**src/rtl/uc_dispara_tiro_if.sv**
```systemverilog
// Shot memory bus between the shot-spawning control unit (master) and
// the shot memory (slave). The memory answers mem_tiro_loaded
// combinationally for the address currently on endereco_tiro.
interface uc_dispara_tiro_if #(
    parameter int ADDR_W = 4,
    parameter int POS_W  = 8
);
    logic [ADDR_W-1:0] endereco_tiro;
    logic              enable_mem_tiro;
    logic [POS_W-1:0]  dado_posicao;
    logic [1:0]        dado_direcao;
    logic              dado_loaded;
    logic              mem_tiro_loaded;

    modport master (
        output endereco_tiro,
        output enable_mem_tiro,
        output dado_posicao,
        output dado_direcao,
        output dado_loaded,
        input  mem_tiro_loaded
    );

    modport slave (
        input  endereco_tiro,
        input  enable_mem_tiro,
        input  dado_posicao,
        input  dado_direcao,
        input  dado_loaded,
        output mem_tiro_loaded
    );
endinterface

```
**src/rtl/uc_dispara_tiro.sv**
```systemverilog
// Shot-spawning control unit. On a fire request it scans the shot memory
// for the lowest slot whose loaded bit is clear, writes the captured ship
// position/direction there and then waits out a refire cooldown. ocupado
// is high whenever the unit may be touching the shot memory, so the
// comparison unit can be held off until it drops.
module uc_dispara_tiro #(
    parameter int N_TIROS  = 16,
    parameter int ADDR_W   = 4,
    parameter int POS_W    = 8,
    parameter int COOLDOWN = 8
) (
    input  logic              clock,
    input  logic              reset,
    input  logic              dispara,
    input  logic [POS_W-1:0]  posicao_nave,
    input  logic [1:0]        direcao_nave,
    uc_dispara_tiro_if.master mem,
    output logic              tiro_disparado,
    output logic              sem_slot,
    output logic              ocupado,
    output logic [4:0]        db_estado
);

    localparam int CD_W = (COOLDOWN < 2) ? 1 : $clog2(COOLDOWN + 1);

    typedef enum logic [4:0] {
        st_inicio          = 5'h00,
        st_espera          = 5'h01,
        st_reseta_contador = 5'h02,
        st_verifica_slot   = 5'h03,
        st_incrementa      = 5'h04,
        st_grava_tiro      = 5'h05,
        st_tiro_ok         = 5'h06,
        st_sem_espaco      = 5'h07,
        st_recarga         = 5'h08,
        st_erro            = 5'h0F
    } estado_t;

    estado_t           estado;
    estado_t           proximo;
    logic [ADDR_W-1:0] contador_slot;
    logic [CD_W-1:0]   contador_recarga;
    logic [POS_W-1:0]  posicao_q;
    logic [1:0]        direcao_q;

    // The slot address is the scan counter itself, and the written entry
    // is always the data captured when the request was accepted.
    assign mem.endereco_tiro = contador_slot;
    assign mem.dado_posicao  = posicao_q;
    assign mem.dado_direcao  = direcao_q;
    assign mem.dado_loaded   = 1'b1;

    // State register; reset aborts any scan or write in progress at once.
    always_ff @(posedge clock or negedge reset) begin
        if (!reset) begin
            estado <= st_inicio;
        end else begin
            estado <= proximo;
        end
    end

    // Slot counter, cooldown counter and request data capture.
    always_ff @(posedge clock or negedge reset) begin
        if (!reset) begin
            contador_slot    <= '0;
            contador_recarga <= '0;
            posicao_q        <= '0;
            direcao_q        <= '0;
        end else begin
            if (estado == st_espera && dispara) begin
                posicao_q <= posicao_nave;
                direcao_q <= direcao_nave;
            end
            if (estado == st_reseta_contador) begin
                contador_slot <= '0;
            end else if (estado == st_incrementa) begin
                contador_slot <= contador_slot + ADDR_W'(1);
            end
            if (estado == st_tiro_ok) begin
                contador_recarga <= CD_W'(COOLDOWN);
            end else if (estado == st_recarga) begin
                contador_recarga <= contador_recarga - CD_W'(1);
            end
        end
    end

    // Next-state logic and Moore output decode.
    always_comb begin
        proximo             = st_inicio;
        mem.enable_mem_tiro = 1'b0;
        tiro_disparado      = 1'b0;
        sem_slot            = 1'b0;
        ocupado             = 1'b1;
        db_estado           = estado;
        case (estado)
            st_inicio: begin
                ocupado = 1'b0;
                proximo = st_espera;
            end
            st_espera: begin
                ocupado = 1'b0;
                proximo = dispara ? st_reseta_contador : st_espera;
            end
            st_reseta_contador: begin
                proximo = st_verifica_slot;
            end
            st_verifica_slot: begin
                if (!mem.mem_tiro_loaded) begin
                    proximo = st_grava_tiro;
                end else if (contador_slot == ADDR_W'(N_TIROS - 1)) begin
                    proximo = st_sem_espaco;
                end else begin
                    proximo = st_incrementa;
                end
            end
            st_incrementa: begin
                proximo = st_verifica_slot;
            end
            st_grava_tiro: begin
                mem.enable_mem_tiro = 1'b1;
                proximo             = st_tiro_ok;
            end
            st_tiro_ok: begin
                tiro_disparado = 1'b1;
                proximo        = st_recarga;
            end
            st_sem_espaco: begin
                sem_slot = 1'b1;
                proximo  = st_espera;
            end
            st_recarga: begin
                proximo = (contador_recarga <= CD_W'(1)) ? st_espera : st_recarga;
            end
            default: begin
                proximo = st_inicio;
            end
        endcase
    end

endmodule
```
**src/flat_wrapper.sv**
```systemverilog
// flat-port wrapper written by rule: the top's interface ports become plain ports
module uc_dispara_tiro_flat 
#(
    parameter int N_TIROS  = 16,
    parameter int ADDR_W   = 4,
    parameter int POS_W    = 8,
    parameter int COOLDOWN = 8
)
  (clock, reset, dispara, posicao_nave, direcao_nave, tiro_disparado, sem_slot, ocupado, db_estado, mem_endereco_tiro, mem_enable_mem_tiro, mem_dado_posicao, mem_dado_direcao, mem_dado_loaded, mem_mem_tiro_loaded);
  uc_dispara_tiro_if #(.ADDR_W(ADDR_W), .POS_W(POS_W)) mem_i ();
  input  logic clock;
  input  logic reset;
  input  logic dispara;
  input  logic [POS_W-1:0] posicao_nave;
  input  logic [1:0] direcao_nave;
  output logic tiro_disparado;
  output logic sem_slot;
  output logic ocupado;
  output logic [4:0] db_estado;
  output wire logic [$bits(mem_i.endereco_tiro)-1:0] mem_endereco_tiro;
  output wire logic [$bits(mem_i.enable_mem_tiro)-1:0] mem_enable_mem_tiro;
  output wire logic [$bits(mem_i.dado_posicao)-1:0] mem_dado_posicao;
  output wire logic [$bits(mem_i.dado_direcao)-1:0] mem_dado_direcao;
  output wire logic [$bits(mem_i.dado_loaded)-1:0] mem_dado_loaded;
  input wire logic [$bits(mem_i.mem_tiro_loaded)-1:0] mem_mem_tiro_loaded;
  assign mem_endereco_tiro = mem_i.endereco_tiro;
  assign mem_enable_mem_tiro = mem_i.enable_mem_tiro;
  assign mem_dado_posicao = mem_i.dado_posicao;
  assign mem_dado_direcao = mem_i.dado_direcao;
  assign mem_dado_loaded = mem_i.dado_loaded;
  assign mem_i.mem_tiro_loaded = mem_mem_tiro_loaded;
  uc_dispara_tiro #(.N_TIROS(N_TIROS), .ADDR_W(ADDR_W), .POS_W(POS_W), .COOLDOWN(COOLDOWN)) u_core (.clock(clock), .reset(reset), .dispara(dispara), .posicao_nave(posicao_nave), .direcao_nave(direcao_nave), .mem(mem_i), .tiro_disparado(tiro_disparado), .sem_slot(sem_slot), .ocupado(ocupado), .db_estado(db_estado));
endmodule
```
**config.mk**
```make
export PLATFORM = sky130hd
export DESIGN_NAME = uc_dispara_tiro_flat
export DESIGN_NICKNAME = d
export VERILOG_FILES = /design/src/rtl/uc_dispara_tiro_if.sv /design/src/rtl/uc_dispara_tiro.sv /design/src/flat_wrapper.sv
export SDC_FILE = /design/constraint.sdc
export NUM_CORES = 1
export LEC_CHECK = 0
export BUFFER_PORTS_ARGS = -buffer_cell sky130_fd_sc_hd__buf_4
export CAP_MARGIN = 20
export CORE_MARGIN = 2
export CORE_UTILIZATION = 53
export DETAILED_ROUTE_END_ITERATION = 6
export PLACE_DENSITY = 0.92
export RECOVER_POWER = 50
export REMOVE_ABC_BUFFERS = 1
export SLEW_MARGIN = 40
export SYNTH_ARGS = -nofsm -noshare
export SYNTH_HDL_FRONTEND = slang
export SYNTH_SLANG_ARGS = --single-unit
export TNS_END_PERCENT = 30
```
**constraint.sdc**
```tcl
create_clock -name clock -period 4.74 [get_ports clock]
set_clock_uncertainty 0.05 [all_clocks]
set_input_delay 0 -clock clock [delete_from_list [all_inputs] [get_ports clock]]
set_output_delay 0 -clock clock [all_outputs]
set_load 0.02 [all_outputs]
```
==> report_table.html <==
<table>
<tr><th>Metric</th><th>Value</th></tr>
<tr><th colspan="2">Timing</th></tr>
<tr><td>Final Hold Fails</td><td>0</td></tr>
<tr><td>Max Transition Viols Final</td><td>0</td></tr>
<tr><td>Total negative slack for setup checks</td><td>0 ps</td></tr>
<tr><td>Transition at the pin with the smallest max-transition slack</td><td>1170 ps</td></tr>
<tr><td>RSZ-0062 raised after global routing</td><td>no</td></tr>
<tr><td>Final critical-path required period</td><td>2080 ps</td></tr>
<tr><td>Setup-violating endpoint count in the final report</td><td>0</td></tr>
<tr><td>Maximum operating frequency</td><td>0.480 GHz</td></tr>
<tr><td>Worst slew margin relative to its limit</td><td>22.2%</td></tr>
<tr><td>Post-route clock period utilization</td><td>44.0%</td></tr>
<tr><td>Setup slack after layout</td><td>2660 ps</td></tr>
<tr><th colspan="2">Yosys</th></tr>
<tr><td>Synthesized area divided by synthesized cell count</td><td>11.2 um^2</td></tr>
<tr><td>Part of the Yosys area used for sequential elements</td><td>45.9%</td></tr>
<tr><td>Gate count of the mapped netlist</td><td>107</td></tr>
<tr><td>#FFs+latches synth</td><td>22</td></tr>
<tr><td>Number of warnings printed during yosys synthesis</td><td>0</td></tr>
<tr><td>Library cells used by synthesis</td><td>41</td></tr>
<tr><td>Syn Std Cell Area</td><td>1200 um^2</td></tr>
<tr><th colspan="2">Place</th></tr>
<tr><td>Port buffer count</td><td>35</td></tr>
<tr><td>Worst setup timing slack at the placement stage</td><td>2700 ps</td></tr>
<tr><td>Final HPWL DP</td><td>1740 um</td></tr>
<tr><td>Last weighted congestion value of the routability-driven placer</td><td>0.762</td></tr>
<tr><th colspan="2">Floorplan</th></tr>
<tr><td>Y dimension of the die</td><td>51.6 um</td></tr>
<tr><td>Starting density of the core</td><td>55.2%</td></tr>
<tr><td>Area of the die</td><td>2660 um^2</td></tr>
<tr><td>Die W</td><td>51.6 um</td></tr>
<tr><td>Core ar.</td><td>2170 um^2</td></tr>
<tr><td>I/O pin count</td><td>38</td></tr>
<tr><td>Std cell rows</td><td>17</td></tr>
<tr><th colspan="2">Worst setup path</th></tr>
<tr><td>Reg2Reg Depth</td><td>3</td></tr>
<tr><td>WP data required</td><td>4890 ps</td></tr>
<tr><td>Launching element type of the critical path</td><td>flip-flop</td></tr>
<tr><td>Worst setup endpoint</td><td>u_core.mem.dado_posicao[1]$_DFFE_PN0P_</td></tr>
<tr><td>Critical register-to-register path endpoint</td><td>u_core.mem.dado_posicao[1]$_DFFE_PN0P_</td></tr>
<tr><td>Critical path cell sequence</td><td>or2_1 &gt; or3_1 &gt; mux2_4</td></tr>
<tr><td>Crit-path max FO</td><td>18</td></tr>
<tr><td>Element type at the critical path end</td><td>flip-flop</td></tr>
<tr><td>Worst flop-to-flop path startpoint</td><td>u_core.db_estado[2]$_DFF_PN0_</td></tr>
<tr><td>Startpoint-to-endpoint class of the critical path</td><td>flip-flop to flip-flop</td></tr>
<tr><td>Minimum setup slack among reg-to-reg paths</td><td>2660 ps</td></tr>
<tr><td>Slowest CP cell</td><td>sky130_fd_sc_hd__dfrtp_1</td></tr>
<tr><td>Arrival time worst endpoint</td><td>2230 ps</td></tr>
<tr><td>Launching instance or port of the critical path</td><td>u_core.db_estado[2]$_DFF_PN0_</td></tr>
<tr><td>Largest stage delay, worst path</td><td>590 ps</td></tr>
<tr><th colspan="2">Pwr</th></tr>
<tr><td>Leakage dissipation</td><td>0.725 nW</td></tr>
<tr><td>Proportion of power drawn by combinational gates</td><td>52.0%</td></tr>
<tr><td>Clk network pwr share</td><td>8.5%</td></tr>
<tr><td>Highest ir drop seen on vdd</td><td>0.419 mV</td></tr>
<tr><td>Share of total power in sequential cells</td><td>39.6%</td></tr>
<tr><td>Total internal power</td><td>0.543 mW</td></tr>
<tr><td>Ratio of total power to cell area</td><td>634 nW/um^2</td></tr>
<tr><td>Switching Power</td><td>0.432 mW</td></tr>
<tr><td>Switching share of total power</td><td>44.3%</td></tr>
<tr><th colspan="2">GRT</th></tr>
<tr><td>GRT Util Overall</td><td>22.1%</td></tr>
<tr><td>Antenna violations before repair</td><td>0</td></tr>
<tr><td>Wire length of the first global-routing pass</td><td>4310 um</td></tr>
<tr><td>Pin count of the biggest net entering global routing</td><td>23</td></tr>
<tr><td>GR Overflow Total</td><td>0</td></tr>
<tr><td>Via count of the first global-routing pass</td><td>898</td></tr>
<tr><th colspan="2">Route</th></tr>
<tr><td>Violation count after the first detailed-routing iteration</td><td>7</td></tr>
<tr><td>Vias after detailed routing</td><td>962</td></tr>
<tr><td>Post-detailed-route wirelength per cell</td><td>15.3 um</td></tr>
<tr><td>Drt pass-1 iters</td><td>4</td></tr>
<tr><td>Drc violations</td><td>0</td></tr>
<tr><td>Wire length after detailed routing</td><td>2700 um</td></tr>
<tr><td>Residual antenna-violating net count after detailed routing</td><td>0</td></tr>
<tr><td>Avg Vias per Cell</td><td>5.47</td></tr>
<tr><th colspan="2">Clock network</th></tr>
<tr><td>Number of buffers between clock root and the deepest sink</td><td>2</td></tr>
<tr><td>Insertion delay to the later sink of the worst-skew pair</td><td>300 ps</td></tr>
<tr><td>Number of sinks handled by clock tree synthesis</td><td>22</td></tr>
<tr><td>CTS resizes</td><td>0</td></tr>
<tr><td>Hold_buf cts</td><td>12</td></tr>
<tr><td>Root Buffer</td><td>sky130_fd_sc_hd__clkbuf_4</td></tr>
<tr><td>Clock buffers created by TritonCTS</td><td>3</td></tr>
<tr><td>Post-CTS clock slew at the launch and capture registers of the worst setup and hold paths</td><td>110 ps</td></tr>
<tr><td>Post-CTS Setup Repair Bufs</td><td>0</td></tr>
<tr><td>H-tree lvl count</td><td>1</td></tr>
<tr><td>Clock tree from TritonCTS</td><td>done</td></tr>
<tr><th colspan="2">Final layout</th></tr>
<tr><td>Synthesis-to-layout area growth</td><td>28.2%</td></tr>
<tr><td>Antenna cells</td><td>0</td></tr>
<tr><td>Most common library cell in the layout ignoring fill and taps</td><td>sky130_fd_sc_hd__buf_4</td></tr>
<tr><td>Number of nets in the layout</td><td>167</td></tr>
<tr><td>Share of cells above drive strength 1</td><td>27.0%</td></tr>
<tr><td>Leading cell types in the layout, fill and taps excluded</td><td>sky130_fd_sc_hd__buf_4 (23), sky130_fd_sc_hd__dfrtp_1 (22), sky130_fd_sc_hd__dlygate4sd3_1 (12), sky130_fd_sc_hd__clkbuf_1 (12), sky130_fd_sc_hd__mux2_4 (10)</td></tr>
<tr><th colspan="2">Worst hold path</th></tr>
<tr><td>Min-delay worst type</td><td>input pin to flip-flop</td></tr>
<tr><td>Cell depth of the worst min-delay path</td><td>3</td></tr>
<tr><th colspan="2">Job</th></tr>
<tr><td>Max-cap violations</td><td>0</td></tr>
<tr><th colspan="2">Run status</th></tr>
<tr><td>Status</td><td>finished, final reports clean</td></tr>
</table>
==> area by class of cell <==
cell class | count | area (um^2)
multi-input combinational | 71 | 572
clock buffer | 3 | 22.5
inverter | 5 | 18.8
timing repair buffer | 47 | 338
tap | 28 | 35.0
sequential | 22 | 551
fill | 181 | 633
==> through the flow <==
step / power, mW / area (um^2) / utilization [%] / instances / hold slack, ps
3_5_place_dp: 0.920 / 1440 / 66.3 / 161 / -148
4_1_cts: 1.01 / 1580 / 72.9 / 176 / 66.8
2_1_floorplan: 0.716 / 1140 / - / 98 / -346
5_1_grt: 1.05 / 1540 / 70.8 / 176 / 130
3_3_place_gp: 0.895 / 1440 / 66.3 / 161 / -150
6_report: 0.975 / 1540 / 70.8 / 176 / 101
==> sequential cells by signal (all words and copies together), names as in the netlist <==
signal                    cells
u_core.mem.dado_posicao       8
u_core.contador_recarga       4
u_core.db_estado              4
u_core.mem.endereco_tiro      4
u_core.mem.dado_direcao       2
==> worst min path at each step <==
stage / startpoint / end / slack (ps)
final: dispara / u_core.db_estado[1]$_DFF_PN0_ / 100
after global placement: reset / u_core.mem.dado_posicao[0]$_DFFE_PN0P_ / -150
after global routing: dispara / u_core.db_estado[1]$_DFF_PN0_ / 130
after floorplan: reset / u_core.contador_recarga[0]$_DFFE_PN0P_ / -350
after CTS: reset / u_core.mem.dado_posicao[4]$_DFFE_PN0P_ / 70
after detailed placement: reset / u_core.mem.dado_posicao[4]$_DFFE_PN0P_ / -150
==> synth_stat cells <==
cell | number | area share (%)
sky130_fd_sc_hd__a31oi_1 | 1 | 0.52
sky130_fd_sc_hd__and4bb_1 | 1 | 1.0
sky130_fd_sc_hd__a211oi_1 | 4 | 2.5
sky130_fd_sc_hd__o221ai_1 | 1 | 0.73
sky130_fd_sc_hd__and3_1 | 1 | 0.52
sky130_fd_sc_hd__nor2_1 | 7 | 2.2
sky130_fd_sc_hd__a41oi_1 | 2 | 1.5
sky130_fd_sc_hd__or2_1 | 1 | 0.52
sky130_fd_sc_hd__o41ai_1 | 1 | 0.73
sky130_fd_sc_hd__nand3_1 | 1 | 0.42
sky130_fd_sc_hd__nor4b_2 | 1 | 1.3
sky130_fd_sc_hd__nor4_1 | 1 | 0.52
sky130_fd_sc_hd__or3_1 | 3 | 1.6
sky130_fd_sc_hd__o31a_1 | 1 | 0.73
sky130_fd_sc_hd__clkbuf_1 | 4 | 1.3
sky130_fd_sc_hd__dfrtp_1 | 22 | 46
sky130_fd_sc_hd__nor2b_1 | 2 | 1.0
sky130_fd_sc_hd__o31ai_1 | 3 | 1.9
sky130_fd_sc_hd__buf_4 | 2 | 1.3
sky130_fd_sc_hd__or2_2 | 1 | 0.52
sky130_fd_sc_hd__nand4_1 | 1 | 0.52
sky130_fd_sc_hd__or4b_2 | 1 | 0.84
sky130_fd_sc_hd__a31o_2 | 1 | 0.73
sky130_fd_sc_hd__a22oi_1 | 2 | 1.3
sky130_fd_sc_hd__mux2i_1 | 1 | 0.84
sky130_fd_sc_hd__conb_1 | 2 | 0.63
sky130_fd_sc_hd__mux2_4 | 10 | 13
sky130_fd_sc_hd__nor4b_1 | 1 | 0.73
sky130_fd_sc_hd__nand2_1 | 3 | 0.94
sky130_fd_sc_hd__o21ai_0 | 2 | 0.84
sky130_fd_sc_hd__o2bb2ai_1 | 1 | 0.73
sky130_fd_sc_hd__a21oi_1 | 2 | 0.84
sky130_fd_sc_hd__xnor2_1 | 1 | 0.73
sky130_fd_sc_hd__buf_6 | 2 | 1.9
sky130_fd_sc_hd__nor3_1 | 1 | 0.42
sky130_fd_sc_hd__nand2b_1 | 4 | 2.1
sky130_fd_sc_hd__buf_2 | 1 | 0.42
sky130_fd_sc_hd__a21o_1 | 2 | 1.3
sky130_fd_sc_hd__ha_1 | 3 | 3.1
sky130_fd_sc_hd__o22ai_1 | 1 | 0.52
sky130_fd_sc_hd__inv_1 | 5 | 1.6
==> routing by layer <==
| layer | wire [um] | track usage [%] | share of wire (%) |
|---|---|---|---|
| met4 | 21 | 6.58 | 0.78 |
| met5 | 0 | 0 | 0 |
| met2 | 1220 | 35.7 | 45 |
| met1 | 1290 | 30.8 | 48 |
| met3 | 175 | 3.45 | 6.5 |
==> power by group through the flow <==
stage          combinational, mW  sequential [mW]  clock [mW]
4_1_cts                    0.545            0.384      0.0847
3_3_place_gp               0.516            0.379           0
5_1_grt                    0.548            0.404      0.0943
6_report                   0.507            0.386      0.0825
2_1_floorplan              0.267            0.449           0
3_5_place_dp               0.532            0.387           0
==> cells by family after synthesis <==
| group | share of synthesized area (%) |
|---|---|
| flip-flops | 45.9 |
| AND/OR/NAND/NOR | 15.1 |
| XOR/XNOR | 0.731 |
| multiplexers | 13.4 |
| adder cells (fa/ha/maj) | 3.13 |
| other | 0.627 |
| AO/OA/AOI/OAI | 14.7 |
| buffers and inverters | 6.37 |
==> worst max-delay path: cells and delay by family, from the launching register on <==
kind	cells	cell delay, ps
and+or+nand+nor	2	940
DFF	1	590
muxes	1	400
(Power assumes the default switching activity.)
